===== config.mk =====
export PLATFORM = sky130hd
export DESIGN_NAME = regfile_rename
export DESIGN_NICKNAME = d
export VERILOG_FILES = /design/src/rtl/regfile_rename.sv
export SDC_FILE = /design/constraint.sdc
export NUM_CORES = 2
export LEC_CHECK = 0
export CORE_ASPECT_RATIO = 0.6
export CORE_UTILIZATION = 30
export CTS_CLUSTER_SIZE = 10
export DETAILED_ROUTE_END_ITERATION = 10
export GPL_ROUTABILITY_DRIVEN = 0
export GPL_TIMING_DRIVEN = 1
export HOLD_SLACK_MARGIN = 0.1
export PLACE_DENSITY = 0.49
export SLEW_MARGIN = 0
export SYNTH_ARGS = -nofsm -noshare
export SYNTH_HDL_FRONTEND = slang
export SYNTH_SLANG_ARGS = --single-unit

===== constraint.sdc =====
create_clock -name clk -period 36.2 [get_ports clk]
set_input_delay 3.62 -clock clk [delete_from_list [all_inputs] [get_ports clk]]
set_output_delay 3.62 -clock clk [all_outputs]
set_load 0.02 [all_outputs]

===== src/rtl/regfile_rename.sv =====
// Architectural register file with per-register rename tags.
// Commit writes land here from the ROB, the decoder records renames at issue,
// and two combinational query ports return either a ready value or the tag of
// the ROB entry that will produce it. A flush wipes every pending rename.
module regfile_rename #(
  parameter int DATA_W = 32,
  parameter int REG_W  = 5,
  parameter int ROB_W  = 4
) (
  input  logic              clk,
  input  logic              rst,
  input  logic              issue_valid,
  input  logic [REG_W-1:0]  issue_rd,
  input  logic [ROB_W-1:0]  issue_tag,
  input  logic              commit_valid,
  input  logic [REG_W-1:0]  commit_rd,
  input  logic [ROB_W-1:0]  commit_tag,
  input  logic [DATA_W-1:0] commit_value,
  input  logic              flush,
  input  logic [REG_W-1:0]  query_rs1,
  input  logic [REG_W-1:0]  query_rs2,
  output logic [DATA_W-1:0] out_value1,
  output logic [ROB_W-1:0]  out_tag1,
  output logic [DATA_W-1:0] out_value2,
  output logic [ROB_W-1:0]  out_tag2
);

  localparam int NREG = 1 << REG_W;

  // Entry 0 is reset to zero and never written, so x0 always reads 0/0.
  logic [DATA_W-1:0] value_q [NREG];
  logic [ROB_W-1:0]  tag_q   [NREG];

  // Register-file update: commit writes values, issue/commit/flush steer tags.
  always_ff @(posedge clk or posedge rst) begin
    if (rst) begin
      for (int i = 0; i < NREG; i++) begin
        value_q[i] <= '0;
        tag_q[i]   <= '0;
      end
    end else begin
      for (int i = 1; i < NREG; i++) begin
        if (commit_valid && commit_rd == REG_W'(i)) begin
          value_q[i] <= commit_value;
        end
        // A flush discards all speculation, including this cycle's issue.
        // An issue rename outranks a same-cycle commit so the newest producer
        // is kept; commit only clears the tag if no younger rename replaced it.
        if (flush) begin
          tag_q[i] <= '0;
        end else if (issue_valid && issue_rd == REG_W'(i) && issue_tag != '0) begin
          tag_q[i] <= issue_tag;
        end else if (commit_valid && commit_rd == REG_W'(i) && tag_q[i] == commit_tag) begin
          tag_q[i] <= '0;
        end
      end
    end
  end

  // Source 1 lookup, with same-cycle commit bypass when the committer is the
  // register's current producer.
  always_comb begin
    out_value1 = '0;
    out_tag1   = '0;
    if (query_rs1 != '0) begin
      if (commit_valid && commit_rd == query_rs1 &&
          commit_tag == tag_q[query_rs1] && tag_q[query_rs1] != '0) begin
        out_value1 = commit_value;
        out_tag1   = '0;
      end else begin
        out_value1 = value_q[query_rs1];
        out_tag1   = tag_q[query_rs1];
      end
    end
  end

  // Source 2 lookup, identical to source 1 but fully independent.
  always_comb begin
    out_value2 = '0;
    out_tag2   = '0;
    if (query_rs2 != '0) begin
      if (commit_valid && commit_rd == query_rs2 &&
          commit_tag == tag_q[query_rs2] && tag_q[query_rs2] != '0) begin
        out_value2 = commit_value;
        out_tag2   = '0;
      end else begin
        out_value2 = value_q[query_rs2];
        out_tag2   = tag_q[query_rs2];
      end
    end
  end

endmodule


==> impl_summary.txt <==
----------------------------------------------------
[Outcome]
  Status ... finished clean

[Setup path]
  Endpoint kind of the worst setup timing path ... primary output
  CP max FO ... 91
  Slowest cell on the critical path ... buf_4
  Crit Reg-Reg Endpoint ... tag_q[36]$_DFFE_PP0P_
  CP dominant cell by count ... buf_4
  Worst endpoint data arrival time ... 9.56 ns
  Required time of the critical path ... around 33 ns
  Worst path cell trace ... buf_8 > buf_4 > buf_4 > mux2_2 > a221oi_1 > a2111oi_0 > o31ai_1 > nand4_4 > buf_4 > mux2_2 > clkdlybuf4s50_1
  Start-to-end type of the worst setup path ... input pin to primary output
  CP peak stage delay ... 0.90 ns
  Worst r2r src ... tag_q[39]$_DFFE_PP0P_
  Startpoint type of the worst setup path ... input pin
  R2r setup slk ... 34.61 ns
  Number of cells on the worst reg-to-reg path ... 4

[Timing]
  Achievable frequency ... 75.86 MHz
  Number of failing setup endpoints in the final timing report ... 0
  Fraction of the cycle the final worst path needs ... 36.41%
  RSZ-0062 raised after global routing ... no
  Slew at the pin closest to its max-slew limit ... roughly 1.4 ns
  Final Slew Violations ... 0
  Worst clock skew ... 0.01893 ns
  Worst max-slew margin expressed relative to the limit ... 8.328%
  Min Tclk post-route ... between 10 and 15 ns
  Setup slack of the critical path after layout ... between 20 and 25 ns
  Setup TNS after final layout ... 0 ns
  Count of endpoints failing hold in the final timing report ... 0

[Detailed routing]
  Iteration count of the initial detailed-routing pass ... 6
  Routed wire per std cell ... about 32 um
  Wirelength, routed ... about 220 mm
  Initial drt markers ... 4068
  Via count ... ~41000
  Remaining antenna violation count ... 0
  Via density ... 5.829
  Number of remaining DRC errors ... 0

[Place]
  Number of instances in the placed design ... 6862
  Post-place instance area ... 66490 sq um
  Number of I/O port buffers ... about 140
  Pre-CTS setup slack ... between 20 and 25 ns
  HPWL after detailed placement ... roughly 130 mm

[Power and ir drop]
  Power density over the cells ... between 50 and 60 nW/um^2
  Static Leak ... 29.10 nW
  Maximum vdd ir drop ... 0.02641 mV

[Synth]
  Flip-flop and latch count after synthesis ... 1116
  Leading area contributor after synthesis ... dfrtp_1
  Netlist area before placement ... 62430 sq um
  Top-count cell post-synth ... mux2_2
  Netlist cell types ... 65
  Cells taking the most area after synthesis ... dfrtp_1 (45%), mux2_2 (20%), mux4_2 (20%)
  Number of nets produced by synthesis ... 4373
  Number of synthesized flops with an enable pin ... 0
  Yosys warns ... 36
  Per-instance average area after synthesis ... 14.49 sq um
  Most used flip-flop cell after synthesis ... dfrtp_1
  Synthesized netlist cell count ... 4308
  Proportion of synthesized flip-flops having asynchronous set or reset ... 100.0%
  Leading post-synthesis cells by instance count ... mux2_2 (1123), dfrtp_1 (1116), mux4_2 (556)
  Share of Yosys cell area claimed by the top area cell type ... 44.73%
  Proportion of synthesized chip area in sequential cells ... 44.73%

[Clock tree]
  Post_cts resized ... 0
  Number of H-tree branching levels ... 4
  Clock Tree Root ... clkbuf_16
  CTS Buffer Depth ... 4
  Number of setup buffers added after CTS ... 0
  TritonCTS clock tree ... done
  Hold-fix buffers, CTS ... 0
  CTS Buf Count ... 139
  Clock-pin slew on the worst setup and hold paths ... 0.05 ns
  Count of clock tree sinks ... between 1000 and 1500
  Source-to-sink clock delay at the later pin of the worst-skew pair ... around 0.75 ns

[Floorplan]
  Number of top-level pins ... 137
  Cell row count ... roughly 130
  Floorplan die height ... 355.4 um
  Area of the core ... 206400 sq um
  Initial Utilization ... 30.24%
  Overall die area ... 210000 sq um
  Overall die width ... 590.9 um

[GRT]
  Most crowded layer after global routing ... met1
  Number of global-route vias before repair ... 41195
  Met3 usage in global routing ... 4.274%
  Maximum number of pins on one net before global-route repair ... between 150 and 200
  Antenna violations before repair ... 3
  Total grt overflow ... 0
  Global-route wire length before repair ... 322.7 mm
  Met1 track demand over resource ... 32.50%
  Met2 usage ... 30.95%
  GRT Total Usage ... 21.30%

[Final layout]
  Net total in the final layout ... 4317
  Area of all placed cells without fillers ... roughly 70000 sq um
  Fillers ... around 20000
  Final instance count without filler cells ... between 7000 and 8000
  Sequential cell area in the final layout ... 27930 sq um
  Layout cell share with drive strength beyond 1 ... approximately 48%
  Post-layout util ... approximately 34%
  Multi-input combinational cell area ... 32880 sq um
  Synthesis-to-finish area growth ... 12.40%

[Worst hold path]
  Hold Crit Class ... register to register
  Number of cells on the worst hold path ... 1
  HP Start ... value_q[183]$_DFFE_PP0P_
  Min-Delay Endpoint ... value_q[183]$_DFFE_PP0P_

[Run]
  Max-capacitance violation count ... 0

----------------------------------------------------
-- cell usage in the layout, fill, tap and decap left out, types with 20 or more instances in the layout --
cell and n:
mux2_2 1123, dfrtp_1 1116, mux4_2 556, clkbuf_16 143
nand2_1 133, clkdlybuf4s50_1 123, buf_4 111, o21ai_0 104
o22ai_1 93, mux2i_1 88, nor2_1 76, xnor2_1 76
a22o_1 65, xor2_1 61, a2111oi_0 37, nor3_1 33
a22oi_1 30, nand4_1 23, nor4_1 21, mux2_4 20
-- worst max-delay path, delay by kind of cell --
family                 cells  cell delay (ns)
buffers and inverters      5             3.52
AOI/OAI and AO/OA          3             0.90
muxes                      2             0.72
and+or+nand+nor            1             0.62
-- through the flow --
stage,hold slack [ns],power [W]
6_report,0.5218,0.003656
4_1_cts,0.5229,0.003686
3_3_place_gp,0.5002,0.002420
3_5_place_dp,0.5095,0.002440
2_1_floorplan,0.4910,0.002193
5_1_grt,0.5364,0.003826
-- power breakdown --
part	leakage [nW]	total (W)	switching [W]	internal, W
logic	12.9	0.000796	0.000328	0.000467
clock network	1.81	0.00123	0.000530	0.000705
registers	14.4	0.00163	0.000158	0.00147
total	29.1	0.00366	0.00102	0.00264
-- cell type report --
class	instances	share of cell area (%)
repair buffers	245	3.129
clock inverters	6	0.09451
clock buffers	150	5.137
inverters	10	0.07133
flip-flops and latches	1116	39.80
diodes	2	0.007133
multi-input cells	2740	46.86
well taps	2751	4.905
-- logic make-up (layout without fill, tap and decap cells) --
family / after synthesis / after routing / synth area share (%)
buffers and inverters: 452 / 411 / 3.109
AOI/OAI and AO/OA: 391 / 391 / 4.395
xor gates and xnor gates: 137 / 137 / 1.922
DFF: 1116 / 1116 / 44.73
and+or+nand+nor: 410 / 410 / 3.145
other: 0 / 2 / 0
muxes: 1802 / 1802 / 42.69
-- worst max path at each step --
stage / start / to / slack (ns) / cells after the start
2_1_floorplan: rst / tag_q[0]$_DFFE_PP0P_ / 1.16 / 1
3_3_place_gp: query_rs1[1] / out_value1[17] / 22.89 / 11
3_5_place_dp: query_rs1[1] / out_value1[13] / 22.94 / 11
4_1_cts: query_rs1[1] / out_value1[26] / 22.93 / 11
5_1_grt: query_rs1[1] / out_value1[26] / 22.68 / 11
6_report: query_rs1[1] / out_value1[13] / 23.02 / 11
-- state kept, by name, indices dropped and copies added, names as in the netlist --
register	cells
value_q	992
tag_q	124
-- routing by layer --
metal / vias to the layer above / wire length [um]
met5: - / 0
met4: 0 / 4700
met3: 286 / 16970
met2: 1648 / 95950
met1: 22452 / 106300
li1: 16534 / -
Power figures use the tool's default switching activity.
